<file path="src/rtl/gray_seq_ctrl.sv">
// Tick sequencer for gray_4bits: divided clk_en ticks, run/pause/step, and lap detection.
// Optional auto-stop after laps_max laps is enabled by defining GRAY_SEQ_CTRL_AUTOSTOP_EN.
module gray_seq_ctrl #(
    parameter int DIV   = 10,
    parameter int LAP_W = 4
) (
    input  logic             clk,
    input  logic             rst,
    input  logic             start,
    input  logic             stop,
    input  logic             step,
    input  logic [3:0]       gray_in,
`ifdef GRAY_SEQ_CTRL_AUTOSTOP_EN
    input  logic [LAP_W-1:0] laps_max,
`endif
    output logic             clk_en,
    output logic             busy,
    output logic [1:0]       state,
    output logic [LAP_W-1:0] lap_cnt,
    output logic             wrap
);

    localparam int PW = $clog2(DIV) + 1;
    localparam logic [PW-1:0] PRESC_LAST = PW'(DIV - 1);

    typedef enum logic [1:0] {
        IDLE = 2'b00,
        RUN  = 2'b01,
        STEP = 2'b10,
        DONE = 2'b11
    } state_t;

    state_t           state_q, state_d;
    logic [PW-1:0]    presc_q, presc_d;
    logic [3:0]       gray_prev;
    logic             clk_en_d;
    logic             wrap_d;
    logic             lap_hit;
    logic             autostop;
    logic [LAP_W-1:0] lap_d;

    always_comb begin
        state_d  = state_q;
        presc_d  = presc_q;
        clk_en_d = 1'b0;
        lap_hit  = (gray_prev == 4'b1000) && (gray_in == 4'b0000);
        wrap_d   = lap_hit;
        lap_d    = (lap_hit && (lap_cnt != '1)) ? lap_cnt + 1'b1 : lap_cnt;
`ifdef GRAY_SEQ_CTRL_AUTOSTOP_EN
        autostop = lap_hit && (laps_max != '0) && (lap_d == laps_max);
`else
        autostop = 1'b0;
`endif

        // The tick is registered, so it appears the cycle after the prescaler wraps.
        unique case (state_q)
            IDLE: begin
                if (stop) begin
                    state_d = IDLE;
                end else if (start) begin
                    state_d = RUN;
                    presc_d = '0;
                end else if (step) begin
                    state_d  = STEP;
                    clk_en_d = 1'b1;
                end
            end
            RUN: begin
                if (stop) begin
                    state_d = IDLE;
                end else if (autostop) begin
                    state_d = DONE;
                end else if (start) begin
                    presc_d = '0;
                end else if (presc_q == PRESC_LAST) begin
                    presc_d  = '0;
                    clk_en_d = 1'b1;
                end else begin
                    presc_d = presc_q + 1'b1;
                end
            end
            STEP: begin
                state_d = IDLE;
            end
            DONE: begin
`ifdef GRAY_SEQ_CTRL_AUTOSTOP_EN
                if (stop) begin
                    state_d = IDLE;
                end else if (start) begin
                    state_d = RUN;
                    presc_d = '0;
                    lap_d   = '0;
                end
`else
                state_d = IDLE;
`endif
            end
            default: state_d = IDLE;
        endcase
    end

    always_ff @(posedge clk) begin
        if (!rst) begin
            state_q   <= IDLE;
            presc_q   <= '0;
            clk_en    <= 1'b0;
            wrap      <= 1'b0;
            lap_cnt   <= '0;
            gray_prev <= '0;
        end else begin
            state_q   <= state_d;
            presc_q   <= presc_d;
            clk_en    <= clk_en_d;
            wrap      <= wrap_d;
            lap_cnt   <= lap_d;
            gray_prev <= gray_in;
        end
    end

    assign state = state_q;
    assign busy  = (state_q != IDLE);

endmodule

</file>
<file path="config.mk">
export PLATFORM = sky130hd
export DESIGN_NAME = gray_seq_ctrl
export DESIGN_NICKNAME = d
export VERILOG_FILES = /design/src/rtl/gray_seq_ctrl.sv
export SDC_FILE = /design/constraint.sdc
export NUM_CORES = 1
export LEC_CHECK = 0
export CAP_MARGIN = 20
export CELL_PAD_IN_SITES_DETAIL_PLACEMENT = 2
export CELL_PAD_IN_SITES_GLOBAL_PLACEMENT = 2
export CORE_MARGIN = 10
export CORE_UTILIZATION = 28
export DETAILED_ROUTE_END_ITERATION = 10
export GPL_TIMING_DRIVEN = 1
export PLACE_DENSITY_LB_ADDON = 0.1
export SLEW_MARGIN = 15
export SYNTH_ARGS = -nofsm -noshare
export SYNTH_HDL_FRONTEND = slang
export SYNTH_SLANG_ARGS = --single-unit
</file>
<file path="constraint.sdc">
create_clock -name clk -period 1.48 [get_ports clk]
set_input_delay 0.222 -clock clk [delete_from_list [all_inputs] [get_ports clk]]
set_output_delay 0.222 -clock clk [all_outputs]
set_load 0.05 [all_outputs]
</file>
==> load_flow_metrics.sql <==
INSERT INTO impl_metrics (metric_group, metric, value, unit) VALUES
('job', 'drv.max_cap_violation_count', '0', ''),
('logic_synthesis', 'library_cell_occupying_the_most_area_in_the_post_synthesis_netlist', 'sky130_fd_sc_hd__dfxtp_1', ''),
('floorplan', 'placeableCoreArea', '0.00248', 'mm^2'),
('clock_tree', 'tritoncts.num_buffers', '3', ''),
('global_route', 'use_met2', '14.0', '%'),
('critical_path', 'worst_r2r_path_depth', '7', ''),
('critical_path', 'worstSetupPathType', 'reg2reg', ''),
('pwr', 'vdd_drop_max', '0.328', 'mV'),
('logic_synthesis', 'post_synth_xor_area_fraction', '5.97', '%'),
('logic_synthesis', 'synth.lib_cells_used.distinct', '27', ''),
('outcome', 'run_status', 'completed', ''),
('critical_path', 'cp-end-kind', 'flip-flop', ''),
('routing', 'drt-total-wl', '1950', 'um'),
('critical_path', 'worst_path_required_time', '1.70', 'ns'),
('min_path', 'hold_path.startpoint', 'step', ''),
('critical_path', 'worst_ep_arrival', '1.62', 'ns'),
('timing', 'finalMaxSlewViolations', '0', ''),
('global_route', 'gr-usage-met1', '8.98', '%'),
('timing', 'final_min_period_over_clock_period', '94.9', '%'),
('cells_and_area', 'area_growth_from_synthesis_to_layout', '57.0', '%'),
('min_path', 'timing.hold.worst.class', 'in2reg', ''),
('floorplan', 'floorplan.initialDensity', '29.6', '%'),
('clock_tree', 'numClockSinks', '17', ''),
('logic_synthesis', 'synth.top_cells.by_count', 'sky130_fd_sc_hd__dfxtp_1, sky130_fd_sc_hd__nor2_1, sky130_fd_sc_hd__nand2_1, sky130_fd_sc_hd__nand3_1', ''),
('logic_synthesis', 'mappedNetlistNets', '88', ''),
('global_route', 'grt-busiest-layer', 'met2', ''),
('routing', 'drt_pass1_iterations', '4', ''),
('routing', 'route.detailed.vias_per_inst', '4.60', ''),
('logic_synthesis', 'synth_edf_count', '0', ''),
('routing', 'post-route-drc-count', '0', ''),
('critical_path', 'worstPathBufferInverterCount', '2', ''),
('global_route', 'grt_pass1_vias', '717', ''),
('floorplan', 'rows', '18', ''),
('logic_synthesis', 'ys_seq_area_share', '46.4', '%'),
('timing', 'final-hold-violation-count', '0', ''),
('timing', 'period_minus_slack', '1.40', 'ns'),
('placed_design', 'dpl_cell_area', '0.00107', 'mm^2'),
('clock_tree', 'post-cts-setup-buffer-count', '0', ''),
('routing', 'route.detailed.wl_per_inst', '14.2', 'um'),
('placed_design', 'preCtsSetupSlack', '-0.217', 'ns'),
('critical_path', 'worst_r2r_endpoint', 'presc_q[1]', ''),
('routing', 'drt_iter0_drc', '13', ''),
('floorplan', 'ports_placed_on_the_boundary', '18', ''),
('logic_synthesis', 'synth_adder_area_share', '5.12', '%'),
('logic_synthesis', 'yosys-top-cells-area', 'sky130_fd_sc_hd__dfxtp_1, sky130_fd_sc_hd__nor2_1, sky130_fd_sc_hd__ha_1', ''),
('critical_path', 'critical_path_cell_count', '7', ''),
('pwr', 'leakagePower', '0.425', 'nW'),
('cells_and_area', 'fillers', '269', ''),
('cells_and_area', 'drive_gt1_share', '36.4', '%'),
('logic_synthesis', 'synth_compound_area_share', '6.66', '%'),
('clock_tree', 'clockRootBuffer', 'sky130_fd_sc_hd__clkbuf_4', ''),
('logic_synthesis', 'yosysTopAreaCellShare', '46.4', '%'),
('floorplan', 'die-width', '71.2', 'um'),
('logic_synthesis', 'synth_simple_gate_area_share', '33.3', '%'),
('routing', 'vias', '630', ''),
('timing', 'fin_skew', '0.00399', 'ns'),
('global_route', 'grt-ovfl-total', '0', ''),
('timing', 'report.final.setup_viol', '0', ''),
('critical_path', 'critical-path-top-delay-family', 'simple AND/OR/NAND/NOR gates', ''),
('logic_synthesis', 'synthFlopType', 'sky130_fd_sc_hd__dfxtp_1', ''),
('timing', 'max_slew_margin', '73.9', '%'),
('pwr', 'total_power', '849', 'uW'),
('timing', 'max_freq', '712', 'MHz'),
('critical_path', 'r2r_start', 'presc_q[1]', ''),
('clock_tree', 'clock_tree_from_tritoncts', 'done', ''),
('logic_synthesis', 'synth_top_family_by_area', 'simple AND/OR/NAND/NOR gates', ''),
('routing', 'detail-route-antenna-nets', '0', ''),
('placed_design', 'gp_congestion', '0.742', ''),
('clock_tree', 'cts.hold.buffers_added', '0', ''),
('cells_and_area', 'layout.area.seq', '349', 'um^2'),
('cells_and_area', 'multi_input_comb_area', '425', 'um^2');
==> how the worst min path moves through the flow <==
stage,end,cells past startpoint,slack [ns]
after global routing,state[1],3,0.51
after global placement,lap_cnt[1],2,0.50
after detailed placement,lap_cnt[1],2,0.51
after floorplan,gray_prev[0],1,0.34
final,state[1],3,0.50
after CTS,state[1],3,0.50
==> layer usage <==
layer | vias to the layer above | wire (um)
met3 | 2 | 59
met4 | 0 | 9
met1 | 294 | 851
met2 | 10 | 1030
met5 | - | 0
li1 | 324 | -
==> logic make-up after synthesis <==
kind of cell,Yosys count
simple gates,39
compound gates,9
flops,17
xor+xnor,5
buf+inv,3
fa+ha+maj,3
==> sequential cells by signal (all words and copies together), names as in the netlist <==
register and count:
lap_cnt 4, wrap 1, presc_q 5, state 2
clk_en 1, gray_prev 4
==> tightest hold or removal path, cell delays in order <==
cell and delay, ns:
sky130_fd_sc_hd__clkdlybuf4s50_1 0.40, sky130_fd_sc_hd__nand2b_1 0.09, sky130_fd_sc_hd__nor2_1 0.04
==> cells in the final DEF, fill, tap and decap left out, types with 3 or more instances in the layout <==
cell	netlist	final
sky130_fd_sc_hd__a21oi_1	3	3
sky130_fd_sc_hd__and2_1	4	4
sky130_fd_sc_hd__buf_12	0	6
sky130_fd_sc_hd__buf_4	0	14
sky130_fd_sc_hd__clkbuf_4	0	3
sky130_fd_sc_hd__clkdlybuf4s50_1	0	8
sky130_fd_sc_hd__dfxtp_1	17	12
sky130_fd_sc_hd__dfxtp_2	0	4
sky130_fd_sc_hd__nand2_1	5	5
sky130_fd_sc_hd__nand3_1	5	5
sky130_fd_sc_hd__nor2_1	11	10
sky130_fd_sc_hd__xnor2_1	4	4
==> stage by stage <==
step | util [%] | setup TNS (ns) | cells | hold slack, ns
2_1_floorplan | - | 0 | 76 | 0.344
6_report | 46.5 | 0 | 137 | 0.501
4_1_cts | 45.8 | 0 | 137 | 0.499
3_5_place_dp | 43.4 | -1.24 | 134 | 0.506
5_1_grt | 46.5 | -0.0770 | 137 | 0.509
3_3_place_gp | 43.4 | -0.506 | 134 | 0.504
==> repair_timing <==
action | in CTS | in global routing
setup endpoints to repair | 5 | 6
gates resized for setup | 8 | 7
endpoints found under the hold margin | 0 | 0
pin swaps | 4 | 2
==> report_power, final <==
group          internal (mW)  total [mW]  leakage [nW]  switching (mW)
clock                  0.105       0.243        0.0150           0.139
combinational         0.0666       0.127         0.268          0.0604
sequential             0.467       0.479         0.141          0.0117
==> final cells by class <==
class                           count  area share, %
Timing Repair Buffer               28           26.5
Clock buffer                        4           2.28
Tap cell                           30           3.26
Multi-Input combinational cell     56           37.0
Sequential cell                    17           30.3
Inverter                            2          0.652
Power figures use the tool's default switching activity.
